`src/rtl/os_framer_ovl.sv`:
```
// Overlap-save input framer: buffers a complex sample stream and emits NFFT-sample
// frames made of the previous NFFT-NHOP samples followed by NHOP fresh ones.
module os_framer_ovl #(
  parameter int NFFT = 32,
  parameter int NHOP = 16,
  parameter int WN   = 9,
  parameter int WCNT = 16
) (
  input  logic                 i_clk,
  input  logic                 i_rst,
  input  logic                 i_valid,
  input  logic signed [WN-1:0] i_xI,
  input  logic signed [WN-1:0] i_xQ,
  output logic                 o_in_ready,
  output logic                 o_drop,
  input  logic                 i_fft_ready,
  output logic                 o_fft_valid,
  output logic                 o_fft_start,
  output logic                 o_fft_last,
  output logic signed [WN-1:0] o_fft_xI,
  output logic signed [WN-1:0] o_fft_xQ,
  output logic [WCNT-1:0]      o_frame_cnt
);

  localparam int D  = NFFT + NHOP;
  localparam int WP = $clog2(D);
  localparam int WC = $clog2(NHOP + 1);
  localparam int WB = $clog2(NFFT);

  localparam logic [WP-1:0] NFFT_P  = WP'(NFFT);
  localparam logic [WP-1:0] NHOP_P  = WP'(NHOP);
  localparam logic [WP-1:0] DM1_P   = WP'(D - 1);
  localparam logic [WC-1:0] NHOP_C  = WC'(NHOP);
  localparam logic [WB-1:0] LAST_M1 = WB'(NFFT - 2);

  typedef enum logic {IDLE = 1'b0, RUN = 1'b1} state_t;

  state_t                state_r, state_s;
  logic signed [WN-1:0]  mem_i_r [D];
  logic signed [WN-1:0]  mem_q_r [D];
  logic [WP-1:0]         wp_r, rp_r, rb_s;
  logic [WC-1:0]         cnt_new_r;
  logic [WB-1:0]         b_r;
  logic                  accept_s, xfer_s, last_xfer_s, hop_full_s, launch_s;

  function automatic logic [WP-1:0] ptr_inc(input logic [WP-1:0] p);
    ptr_inc = (p == DM1_P) ? WP'(0) : p + WP'(1);
  endfunction

  assign hop_full_s  = (cnt_new_r == NHOP_C);
  assign o_in_ready  = !hop_full_s;
  assign o_drop      = i_valid && hop_full_s;
  assign accept_s    = i_valid && !hop_full_s;
  assign xfer_s      = o_fft_valid && i_fft_ready;
  assign last_xfer_s = xfer_s && o_fft_last;

  // Frame read base: NFFT samples behind the write pointer, modulo D.
  always_comb begin
    if (wp_r >= NFFT_P) begin
      rb_s = wp_r - NFFT_P;
    end else begin
      rb_s = wp_r + NHOP_P;
    end
  end

  // Next-state and launch decision, both from pre-edge hop count.
  always_comb begin
    state_s  = state_r;
    launch_s = 1'b0;
    case (state_r)
      IDLE: begin
        if (hop_full_s) begin
          launch_s = 1'b1;
          state_s  = RUN;
        end else begin
          state_s  = IDLE;
        end
      end
      RUN: begin
        if (last_xfer_s) begin
          launch_s = hop_full_s;
          state_s  = hop_full_s ? RUN : IDLE;
        end else begin
          state_s  = RUN;
        end
      end
      default: begin
        state_s  = IDLE;
      end
    endcase
  end

  // State register.
  always_ff @(posedge i_clk) begin
    if (i_rst) state_r <= IDLE;
    else       state_r <= state_s;
  end

  // Sample store; cleared on reset so the first frame's overlap reads as zeros.
  always_ff @(posedge i_clk) begin
    if (i_rst) begin
      for (int k = 0; k < D; k++) begin
        mem_i_r[k] <= {WN{1'b0}};
        mem_q_r[k] <= {WN{1'b0}};
      end
    end else if (accept_s) begin
      mem_i_r[wp_r] <= i_xI;
      mem_q_r[wp_r] <= i_xQ;
    end
  end

  // Write pointer and count of new samples in the pending hop.
  always_ff @(posedge i_clk) begin
    if (i_rst) begin
      wp_r      <= WP'(0);
      cnt_new_r <= WC'(0);
    end else begin
      if (accept_s) wp_r <= ptr_inc(wp_r);
      if (launch_s)      cnt_new_r <= WC'(0);
      else if (accept_s) cnt_new_r <= cnt_new_r + WC'(1);
    end
  end

  // Registered output beat, read pointer and beat index.
  always_ff @(posedge i_clk) begin
    if (i_rst) begin
      o_fft_valid <= 1'b0;
      o_fft_start <= 1'b0;
      o_fft_last  <= 1'b0;
      o_fft_xI    <= {WN{1'b0}};
      o_fft_xQ    <= {WN{1'b0}};
      rp_r        <= WP'(0);
      b_r         <= WB'(0);
    end else if (launch_s) begin
      o_fft_valid <= 1'b1;
      o_fft_start <= 1'b1;
      o_fft_last  <= 1'b0;
      o_fft_xI    <= mem_i_r[rb_s];
      o_fft_xQ    <= mem_q_r[rb_s];
      rp_r        <= ptr_inc(rb_s);
      b_r         <= WB'(0);
    end else if (last_xfer_s) begin
      o_fft_valid <= 1'b0;
      o_fft_start <= 1'b0;
      o_fft_last  <= 1'b0;
    end else if (xfer_s) begin
      o_fft_start <= 1'b0;
      o_fft_last  <= (b_r == LAST_M1);
      o_fft_xI    <= mem_i_r[rp_r];
      o_fft_xQ    <= mem_q_r[rp_r];
      rp_r        <= ptr_inc(rp_r);
      b_r         <= b_r + WB'(1);
    end
  end

  // Completed-frame counter.
  always_ff @(posedge i_clk) begin
    if (i_rst)            o_frame_cnt <= WCNT'(0);
    else if (last_xfer_s) o_frame_cnt <= o_frame_cnt + WCNT'(1);
  end

endmodule
```
`config.mk`:
```
export PLATFORM = sky130hd
export DESIGN_NAME = os_framer_ovl
export DESIGN_NICKNAME = d
export VERILOG_FILES = /design/src/rtl/os_framer_ovl.sv
export SDC_FILE = /design/constraint.sdc
export NUM_CORES = 2
export LEC_CHECK = 0
export BUFFER_PORTS_ARGS = -buffer_cell sky130_fd_sc_hd__clkbuf_2
export CAP_MARGIN = 5
export CORE_MARGIN = 2
export CORE_UTILIZATION = 50
export DETAILED_ROUTE_END_ITERATION = 8
export HOLD_SLACK_MARGIN = 0.08
export PLACE_DENSITY = 0.79
export SYNTH_ARGS = -nofsm -noshare
export SYNTH_HDL_FRONTEND = slang
export SYNTH_SLANG_ARGS = --single-unit
```
`constraint.sdc`:
```
create_clock -name i_clk -period 2.5 [get_ports i_clk]
set_input_delay 0.125 -clock i_clk [delete_from_list [all_inputs] [get_ports i_clk]]
set_output_delay 0.125 -clock i_clk [all_outputs]
set_load 0.01 [all_outputs]
```
==> impl_metrics.py <==
metrics = {
    "critical_path": {
        "critPathMaxStageDelay_ns": 0.53,
        "timing.critical_path.required_ns": 3.16,
        "critical_path.startpoint_type": "flop",
        "cp_max_delay_cell": "mux4_2",
        "worstSetupPathType": "reg -> reg",
        "critPathBufInv": 2,
        "setup.worst_path.end_class": "flop",
        "cell_breakdown_of_the_critical_path": "buf_12 -> buf_8 -> mux4_2 -> nor2_2 -> nor2_2 -> o211ai_1 -> a311o_1 -> a221oi_2",
        "crit_top_cell": "nor2_2",
        "cp.arrival_ns": 3.28,
        "worst-path-max-fanout": 7,
        "critical_path.top_delay_family": "compound AO/OA/AOI/OAI gates",
    },
    "timing": {
        "period_needed_ns": 2.62,
        "fin_hold_ws_ns": 0.173,
        "min_period_over_period_pct": 105,
        "achievable-frequency_mhz": 382,
        "slew_violations": 0,
        "transition_time_at_the_pin_with_the_least_slew_margin_ns": 1.38,
        "worst_case_setup_margin_in_the_final_layout_ns": -0.116,
        "grt_setup_unrepaired": "true",
        "setup_skew_after_layout_ns": 0.0240,
        "fin_setup_tns_ns": -0.553,
        "setup_viol": 16,
        "slew-limit-headroom_pct": 7.97,
        "finalHoldViolCount": 0,
    },
    "global_route": {
        "grt_max_degree": 65,
        "grt.total_usage_pct": 38.5,
        "number_of_global_route_vias_before_repair": 47000,
        "antenna_found_initial": 9,
        "grt_pass1_wl_microns": 354000,
        "globalRoute.totalOverflow": 0,
    },
    "detailed_routing": {
        "drt-wirelength-per-cell_microns": 37.0,
        "detail_route.first_pass.iterations": 8,
        "drcViolationCount": 0,
        "finalWirelength_microns": 257000,
        "final_antenna_net_count": 0,
        "detailroute.via_count": 49100,
        "initialDrtViolationCount": 9604,
        "via_per_inst": 7.06,
    },
    "final_layout": {
        "nNetsFinal": 5231,
        "area.growth.synth_to_final_pct": 23.9,
        "post-route-util_pct": 62.6,
        "nFillCells": 9014,
        "final_layout_size_suffix_gt1_share_pct": 34.5,
        "final_area_sq_um": 78900,
        "ff_latch_area_sq_um": 35900,
        "multi_input_comb_area_sq_um": 26700,
    },
    "synth": {
        "post_synth_instance_area_sq_um": 63700,
        "syn_nets": 4631,
        "primary_ff_master_synth": "edfxtp_1",
        "register_area_share_after_synthesis_pct": 56.4,
        "avgSynthCellArea_sq_um": 13.9,
        "syn_inst_count": 4598,
        "synth_cell_types": 87,
        "ys_seq_elements": 1218,
        "ys_warns": 0,
        "synth_async_sr_flop_share_pct": 0,
        "number_of_enable_type_register_cells_in_the_synthesized_netlist": 1152,
    },
    "place": {
        "place_area_sq_um": 71900,
        "dpl.hpwl_microns": 176000,
        "port_buffers": 60,
        "gp_routability_congestion": 1.05,
    },
    "pwr": {
        "p_leak_nw": 27.8,
        "p_int_mw": 35.6,
        "share_seq_of_total_power_pct": 49.4,
        "netSwitchingPower_mw": 11.3,
        "switching_share_pct": 24.1,
        "power.combinational.fraction_pct": 9.0,
        "max-vdd-ir-drop_v": 0.000508,
        "design_power_total_mw": 46.9,
        "share_clk_of_total_power_pct": 41.6,
        "power_per_unit_of_standard_cell_area_nw_per_um2": 594,
    },
    "clock_tree": {
        "cts-buffers-inserted": 134,
        "cts-root-buf": "clkbuf_16",
        "clk_pin_slew_worst_paths_ns": 0.06,
        "insertion_delay_ns": 0.79,
        "clock_tree_from_tritoncts": "done",
        "cts_max_level": 4,
        "numClockSinks": 1218,
        "cts_buffer_depth": 3,
    },
    "die": {
        "die-area_sq_um": 130000,
        "initial_utilization_pct": 50.6,
        "die_width_microns": 361,
        "rows": 130,
        "top_level_ports": 61,
        "core-area_sq_um": 126000,
        "die_height_microns": 361,
    },
    "run_status": {
        "failed_checks": "setup timing",
        "result_of_the_run": "finished with violations",
    },
    "run": {
        "max_cap_violations": 0,
    },
    "worst_hold_path": {
        "timing.hold.worst.class": "in -> reg",
    },
}
what timing repair did:
| action | in CTS | in global routing |
|---|---|---|
| pin swaps | 22 | 62 |
| cloned | 3 | 9 |
| buffers inserted | 29 | 37 |
| hold buffers | 15 | 0 |
| endpoints found under the hold margin | 282 | 0 |
| gates resized for setup | 140 | 236 |
| setup endpoints to repair | 416 | 337 |
sequential cells by signal, summed over array words and instances, names as in the netlist, named ones only:
name and count:
wp_r 6, o_fft_xI 9, mem_q_r 576, o_fft_last 1
o_fft_start 1, cnt_new_r 5, b_r 5, o_frame_cnt 16
rp_r 6, state_r 1, o_fft_xQ 9, o_fft_valid 1
mem_i_r 576
routing by layer:
metal / wire [microns] / GRT usage [%]
met5: 206 / 0.555
met4: 19900 / 22.7
met3: 41200 / 13.2
met2: 110000 / 56.5
met1: 85900 / 49.5
through the flow:
step           std cells  setup slack, ns
2_1_floorplan       4598          -0.0686
3_3_place_gp        6620           -0.497
3_5_place_dp        6620           -0.556
4_1_cts             6907          -0.0188
5_1_grt             6952          -0.0832
6_report            6954           -0.116
logic make-up after synthesis:
| kind of cell | Yosys count | synth area share [%] |
|---|---|---|
| AO/OA/AOI/OAI | 808 | 9.49 |
| XOR/XNOR | 24 | 0.330 |
| adder cells (fa/ha/maj) | 11 | 0.216 |
| buffers and inverters | 463 | 3.88 |
| flip-flops | 1218 | 56.4 |
| multiplexers | 721 | 17.6 |
| AND/OR/NAND/NOR | 1353 | 12.2 |
Yosys cell counts (11+ instances only):
library cell | n | area, sq um
nand3_1 | 24 | 120
a31oi_1 | 23 | 144
edfxtp_1 | 1152 | 34600
mux2i_1 | 267 | 2670
or2_2 | 51 | 319
o21bai_1 | 15 | 113
a21oi_1 | 90 | 450
mux2_2 | 154 | 1730
a211oi_1 | 18 | 135
nor3_1 | 11 | 55.1
o211ai_1 | 17 | 128
nand2b_1 | 13 | 81.3
buf_2 | 108 | 541
nand2_1 | 139 | 522
mux4_2 | 292 | 6580
nand4_1 | 14 | 87.6
clkbuf_1 | 223 | 837
a221oi_1 | 162 | 1420
o21ai_0 | 125 | 626
ha_1 | 11 | 138
a221o_1 | 34 | 340
a22o_1 | 51 | 447
o22ai_1 | 54 | 338
buf_4 | 68 | 510
a22oi_1 | 86 | 646
a41oi_1 | 11 | 96.3
and2_1 | 873 | 5460
nor2_1 | 170 | 638
o221ai_1 | 32 | 280
o2bb2ai_1 | 13 | 114
xor2_1 | 17 | 149
dfxtp_1 | 66 | 1320
buf_6 | 39 | 439
final timing paths:
| check | to | depth (start not counted) | slack, ns | startpoint |
|---|---|---|---|---|
| worst max-delay path | o_fft_xI[0]$_SDFFE_PP0P_ | 8 | -0.12 | wp_r[1]$_SDFFE_PP0P_ |
| worst min-delay path | mem_i_r[61][8]$_DFFE_PP_ | 1 | 0.17 | i_xI[8] |
| worst min register to register | o_fft_start$_SDFFE_PP0P_ | 2 | 0.46 | o_fft_start$_SDFFE_PP0P_ |
| worst max register to register | o_fft_xI[0]$_SDFFE_PP0P_ | 8 | -0.12 | wp_r[1]$_SDFFE_PP0P_ |
layout by cell type, fill, tap and decap left out, types with 22 or more instances in the layout:
master     synthesis  routed
mux2_2           154     151
o21ai_0          125      79
clkbuf_2           0      55
clkbuf_1         223      29
a21oi_1           90      80
nor2_1           170     141
dfxtp_1           66      55
buf_4             68     566
a221o_1           34      34
nor2_2             8      31
o22ai_1           54      51
nand2_1          139     132
clkinv_1           2      27
mux4_2           292     292
or2_2             51      40
mux2i_1          267     263
a221oi_2           1      51
buf_6             39      39
a221oi_1         162     106
a22oi_1           86      85
and2_1           873     869
o21ai_1            2      31
clkbuf_16          0     148
o221ai_1          32      23
edfxtp_1        1152    1152
nand3_1           24      22
a22o_1            51      51
buf_12             2     209
worst reg2reg max path: cells and delay by family, from the launching register on:
kind,cells,cell delay (ns)
AND/OR/NAND/NOR,2,0.21
buffers and inverters,2,0.34
multiplexers,1,0.53
AO/OA/AOI/OAI,3,0.96
flip-flops,1,0.46
power by group through the flow:
stage	clock, mW	sequential (mW)	combinational, mW
final	19.5	23.2	4.24
after global routing	20.3	23.2	4.24
after CTS	19.5	23.1	3.85
after detailed placement	0	23.6	3.67
after global placement	0	23.5	3.63
after floorplan	0	23.4	1.69
cell type report:
class | instances | share of cell area (%)
clock inverter | 68 | 0.756
inverter | 13 | 0.0682
sequential | 1218 | 45.5
multi-input combinational | 2917 | 33.9
timing repair buffer | 914 | 12.5
antenna | 2 | 0.00634
clock buffer | 172 | 4.61
tap | 1650 | 2.62
Power figures use the tool's default switching activity.
